$ cat src/rtl/hex_tx_sequencer.sv
// -----------------------------------------------------------------------------
// hex_tx_sequencer
//
// Turns each accepted byte into printable hex text for a UART transmitter:
// the high nibble, the low nibble, then a terminator character. Every
// character is handed to the transmitter with a one-cycle tx_start pulse and
// the block waits for tx_done_tick before presenting the next one.
//
// Build option:
//   HEX_TX_NEWLINE_EN - when defined, an 8-bit line counter counts accepted
//                       bytes and every BYTES_PER_LINE-th byte is terminated
//                       with CR LF instead of SEP_CHAR. When undefined, every
//                       byte is terminated with SEP_CHAR and no counter exists.
//
// Parameters:
//   SEP_CHAR        - separator character sent after each byte
//   BYTES_PER_LINE  - bytes per line (1..255), only used with the newline build
//
// Ports:
//   clk           in   rising-edge clock
//   reset         in   asynchronous active-high reset
//   in_data[7:0]  in   byte to dump
//   in_valid      in   in_data is valid
//   in_ready      out  byte accepted this cycle (high exactly in IDLE)
//   tx_data[7:0]  out  character for the UART, registered
//   tx_start      out  one-cycle pulse starting a UART transmission
//   tx_done_tick  in   one-cycle pulse when the UART finished a character
//   busy          out  high whenever the sequencer is not IDLE
// -----------------------------------------------------------------------------
module hex_tx_sequencer #(
    parameter logic [7:0] SEP_CHAR       = 8'h20,
    parameter int         BYTES_PER_LINE = 16
) (
    input  logic       clk,
    input  logic       reset,
    input  logic [7:0] in_data,
    input  logic       in_valid,
    output logic       in_ready,
    output logic [7:0] tx_data,
    output logic       tx_start,
    input  logic       tx_done_tick,
    output logic       busy
);

    typedef enum logic [1:0] {
        ST_IDLE,
        ST_SEND,
        ST_WAIT
    } state_t;

    typedef enum logic [2:0] {
        IDX_HI,
        IDX_LO,
        IDX_SEP,
        IDX_CR,
        IDX_LF
    } idx_t;

    if (BYTES_PER_LINE < 1 || BYTES_PER_LINE > 255) begin : g_bad_bytes_per_line
        $error("BYTES_PER_LINE must be in 1..255");
    end

    state_t     state_q, state_d;
    idx_t       idx_q, idx_d;
    logic [7:0] byte_q, byte_d;
    logic [7:0] tx_data_q, tx_data_d;
    logic       newline;

    function automatic logic [7:0] hex_char(input logic [3:0] nib);
        // 0..9 -> '0'..'9', 10..15 -> 'A'..'F' ('A' - 10 = 8'h37)
        return (nib < 4'd10) ? (8'h30 + {4'h0, nib}) : (8'h37 + {4'h0, nib});
    endfunction

    function automatic logic [7:0] char_of(input idx_t idx, input logic [7:0] b);
        logic [7:0] c;
        case (idx)
            IDX_HI:  c = hex_char(b[7:4]);
            IDX_LO:  c = hex_char(b[3:0]);
            IDX_CR:  c = 8'h0D;
            IDX_LF:  c = 8'h0A;
            default: c = SEP_CHAR;
        endcase
        return c;
    endfunction

`ifdef HEX_TX_NEWLINE_EN
    localparam logic [7:0] LINE_LEN = 8'(BYTES_PER_LINE);

    logic [7:0] line_cnt_q, line_cnt_d;
    logic       nl_q, nl_d;

    // The CR/LF decision is taken at the handshake and held for the whole
    // byte, so the terminator never depends on later counter activity.
    always_comb begin
        line_cnt_d = line_cnt_q;
        nl_d       = nl_q;
        if (state_q == ST_IDLE && in_valid) begin
            if (line_cnt_q + 8'd1 == LINE_LEN) begin
                line_cnt_d = 8'd0;
                nl_d       = 1'b1;
            end else begin
                line_cnt_d = line_cnt_q + 8'd1;
                nl_d       = 1'b0;
            end
        end
    end

    always_ff @(posedge clk or posedge reset) begin
        if (reset) begin
            line_cnt_q <= 8'd0;
            nl_q       <= 1'b0;
        end else begin
            line_cnt_q <= line_cnt_d;
            nl_q       <= nl_d;
        end
    end

    assign newline = nl_q;
`else
    assign newline = 1'b0;
`endif

    always_comb begin
        idx_t next_idx;
        logic last;

        state_d   = state_q;
        idx_d     = idx_q;
        byte_d    = byte_q;
        tx_data_d = tx_data_q;
        next_idx  = IDX_HI;
        last      = 1'b0;

        // Next character after the one just completed; SEP and LF end a byte.
        case (idx_q)
            IDX_HI:  next_idx = IDX_LO;
            IDX_LO:  next_idx = newline ? IDX_CR : IDX_SEP;
            IDX_CR:  next_idx = IDX_LF;
            default: last     = 1'b1;
        endcase

        case (state_q)
            ST_IDLE: begin
                if (in_valid) begin
                    state_d   = ST_SEND;
                    idx_d     = IDX_HI;
                    byte_d    = in_data;
                    tx_data_d = char_of(IDX_HI, in_data);
                end
            end
            ST_SEND: begin
                // A done tick here belongs to nothing we started; ignore it.
                state_d = ST_WAIT;
            end
            ST_WAIT: begin
                if (tx_done_tick) begin
                    if (last) begin
                        state_d = ST_IDLE;
                        idx_d   = IDX_HI;
                    end else begin
                        state_d   = ST_SEND;
                        idx_d     = next_idx;
                        tx_data_d = char_of(next_idx, byte_q);
                    end
                end
            end
            default: begin
                state_d = ST_IDLE;
                idx_d   = IDX_HI;
            end
        endcase
    end

    always_ff @(posedge clk or posedge reset) begin
        if (reset) begin
            state_q   <= ST_IDLE;
            idx_q     <= IDX_HI;
            byte_q    <= 8'h00;
            tx_data_q <= 8'h00;
        end else begin
            state_q   <= state_d;
            idx_q     <= idx_d;
            byte_q    <= byte_d;
            tx_data_q <= tx_data_d;
        end
    end

    assign tx_data  = tx_data_q;
    assign tx_start = (state_q == ST_SEND);
    assign busy     = (state_q != ST_IDLE);
    assign in_ready = (state_q == ST_IDLE);

endmodule

$ cat config.mk
export PLATFORM = sky130hd
export DESIGN_NAME = hex_tx_sequencer
export DESIGN_NICKNAME = d
export VERILOG_FILES = /design/src/rtl/hex_tx_sequencer.sv
export SDC_FILE = /design/constraint.sdc
export NUM_CORES = 1
export LEC_CHECK = 0
export ABC_AREA = 1
export BUFFER_PORTS_ARGS = -buffer_cell sky130_fd_sc_hd__buf_2
export CORE_ASPECT_RATIO = 1.2
export CORE_MARGIN = 2
export CORE_UTILIZATION = 50
export CTS_CLUSTER_DIAMETER = 200
export DETAILED_ROUTE_END_ITERATION = 12
export MAX_ROUTING_LAYER = met4
export PLACE_DENSITY = 0.85
export SLEW_MARGIN = 25
export SYNTH_ARGS = -nofsm -noshare
export SYNTH_HDL_FRONTEND = slang
export SYNTH_SLANG_ARGS = --single-unit
$ cat constraint.sdc
create_clock -name clk -period 2.7 [get_ports clk]
set_clock_uncertainty 0.1 [all_clocks]
set_input_delay 0.27 -clock clk [delete_from_list [all_inputs] [get_ports clk]]
set_output_delay 0.27 -clock clk [all_outputs]
set_load 0.005 [all_outputs]
==> summary.txt <==
Synthesis
  – Count of different cell masters after synthesis: 22
  – Post-synthesis sequential area ratio: 0.388
  – Cells after synthesis: 176
  – Top cells by area, synth: dfrtp_1 (39%), nand2_1 (13%), nand3_1 (7.4%), inv_1 (6.7%), nor2_1 (5.2%)
  – Post-synthesis register bit count: 20
  – Synthesized-area fraction occupied by adder cells: 0.0291
  – Synth Area per Inst: 7.33 µm²
  – YS warnings: 0
  – Synth top area share: 0.388
  – Post-Synth XOR/XNOR Area: 0
  – Synth Area in Simple Gates: 0.379
  – Largest family of logic cells by synthesized area: simple AND/OR/NAND/NOR gates
  – Post-synthesis cell area: 1290 µm²
  – Synth area leader: dfrtp_1
  – Multiplexer area fraction after synthesis: 0
  – Synth Area in Compound Gates: 0.109
  – Post-synth net total: 191

Run status
  – Failing checks: negative hold slack
  – Status: finished with violations

Worst setup path
  – Crit-path cells: nor2_2 > inv_1 > buf_2
  – R2R Path End: tx_data[0]
  – CP Class: flip-flop to output port
  – Worst-case reg-to-reg path depth: 9
  – Critical Path AT: 1.20 ns
  – WP data required: 2.33 ns
  – Crit path max-delay cell type: dfrtp_1
  – Crit end category: output port
  – Worst reg-to-reg setup slack: 1.16 ns
  – CP startpoint kind: flip-flop
  – Worst Setup EP: busy
  – CP max stage delay: 0.49 ns
  – Start point of the critical path: state_q[1]
  – Worst-path fanout max: 7
  – Reg-to-Reg Start: state_q[1]

Clocking
  – Post-CTS setup buffer count: 0
  – CTS root buf: clkbuf_4
  – Total CTS buffers: 3
  – H-Tree Depth: 1
  – # resized after CTS: 0
  – Clock latency at the later pin of the worst-skew pair: 0.30 ns
  – CTS Buffer Depth: 2
  – Clk slew on worst S/H paths: 0.11 ns
  – Clk sinks: 20
  – TritonCTS clock tree: built
  – Hold_buf cts: 0

Timing
  – Period utilization: 0.583
  – Final hold vios: 20
  – Hold slack: -0.0227 ns
  – Final Max Slew Viols: 0
  – Minimum clock period: 1.57 ns
  – Final setup vio count: 0
  – Fmax: 0.635 GHz
  – Setup repair after global routing missed its margin: no
  – Worst setup margin: 1.13 ns
  – Worst Tran Pin Value: 0.764 ns
  – Setup TNS Final: 0 ns
  – Worst rel slew slack: 0.490

Layout
  – Storage cell area: 500 µm²
  – Area grow syn2layout: 12.1%
  – Post-route cell area: 1450 µm²
  – # diodes: 0
  – Multi-input logic area: 671 µm²
  – Share of cells above drive strength 1: 0.227
  – Post-layout util: 0.578
  – Fillcell total: 250
  – Number of nets in the layout: 215
  – Final Non-Filler Cells: 231

Worst hold path
  – Worst hold path class: primary input to async pin

Routing
  – Drt total wl: 2680 µm
  – Post-DRT Antenna Nets: 0
  – Drt pass-1 iters: 6
  – DRC violations left: 0
  – Vias/cell: 5.03
  – Vias after detailed routing: 1161
  – Post-DR wirelength/cell: 11.6 µm
  – 1st-iter DRT viols: 28

Global routing
  – Initial antenna violation count: 0
  – Vias in the first global route: 982
  – Met3 Usage GRT: 0.0152
  – Routing usage on met2: 0.329
  – Overflow left after global routing: 0
  – Largest net degree at the start of global routing: 21
  – Top Usage Layer GRT: met2
  – First-pass GRT wire length: 4280 µm
  – GRT Total Usage: 0.198
  – Met1 Use GR: 0.245

Placed design
  – PortBufs: 21
  – Dpl hpwl: 2140 µm
  – Cell count after placement: 228
  – DP Area: 1420 µm²
  – Setup WS pre-CTS: 1.18 ns
  – Routability cong.: 0.878

Floorplan
  – Die ar.: 3000 µm²
  – Row count: 20
  – IO Pins: 23
  – Die H: 59.6 µm
  – Die X: 50.4 µm
  – Core box area: 2500 µm²
  – Initial Util: 0.515

Power and ir drop
  – PwrDens: 1160 nW/µm²
  – VDD IR-drop max: 0.594 mV
  – Leak: 0.776 nW

Job
  – Max Cap Viol: 0
[power by group]
group          internal (W)  switching, W  leakage (nW)  total, W
Combinational      0.000359      0.000616         0.522  0.000975
Sequential         0.000436      0.000116         0.241  0.000552
Clock             0.0000521     0.0000931        0.0138  0.000145
[registers in the layout, summed over array words and instances, names as in the netlist]
register and count:
idx_q 3, state_q 2, tx_data 7, byte_q 8
[area by class of cell]
cell class	count	area share
multi-input combinational	127	0.464
tap	33	0.0285
sequential	20	0.346
inverter	27	0.0735
clock buffer	3	0.0156
timing repair buffer	21	0.0727
[synthesized netlist by cell type]
library cell / n
buf_2: 1
nand2_1: 46
buf_4: 1
conb_1: 1
inv_2: 2
nand3_1: 19
nor3_1: 2
nor2_1: 18
a21oi_1: 8
nor2_2: 3
dfrtp_1: 20
nor2_4: 3
or2_2: 1
nand2_4: 4
inv_4: 2
a21oi_2: 3
o21ai_0: 13
inv_1: 23
nor2_8: 1
o21ai_2: 1
ha_1: 3
nand2_8: 1
[critical path: cells and delay by family (launching register included)]
kind / cells / cell delay [ns]
buf+inv: 2 / 0.23
flops: 1 / 0.49
simple gates: 1 / 0.19
[how the worst min path moves through the flow]
stage	from	endpoint	slack [ns]	cells after the start
floorplan	reset	byte_q[0]	0.13	1
global placement	reset	tx_data[2]	0.34	2
detailed placement	reset	tx_data[2]	0.34	2
CTS	reset	tx_data[2]	0.01	2
global route	reset	tx_data[2]	0.03	2
finish	reset	tx_data[2]	-0.02	2
[metal layers]
layer | part of all wire | wire (µm)
met1 | 0.43 | 1150
met2 | 0.50 | 1340
met3 | 0.039 | 105
met4 | 0.031 | 83
met5 | 0 | 0
[cells in the final DEF, fill, tap and decap left out, drive strengths merged]
| master | n |
|---|---|
| nand2 | 51 |
| inv | 27 |
| nor2 | 25 |
| buf | 21 |
| dfrtp | 20 |
| nand3 | 19 |
| o21ai | 14 |
| a21oi | 11 |
| ha | 3 |
| clkbuf | 3 |
| nor3 | 2 |
| or2 | 1 |
| conb | 1 |
[through the flow]
step	hold WS, ns	total power [W]
floorplan	0.134	0.00129
CTS	0.0107	0.00168
global placement	0.343	0.00152
detailed placement	0.342	0.00154
global route	0.0286	0.00183
finish	-0.0227	0.00167
[cells by family after synthesis]
logic type                 after synthesis
and+or+nand+nor                         98
adders and majority gates                3
DFF                                     20
AOI/OAI and AO/OA                       25
buffers and inverters                   29
other                                    1
Note: power is estimated with default switching activity, not from simulation.
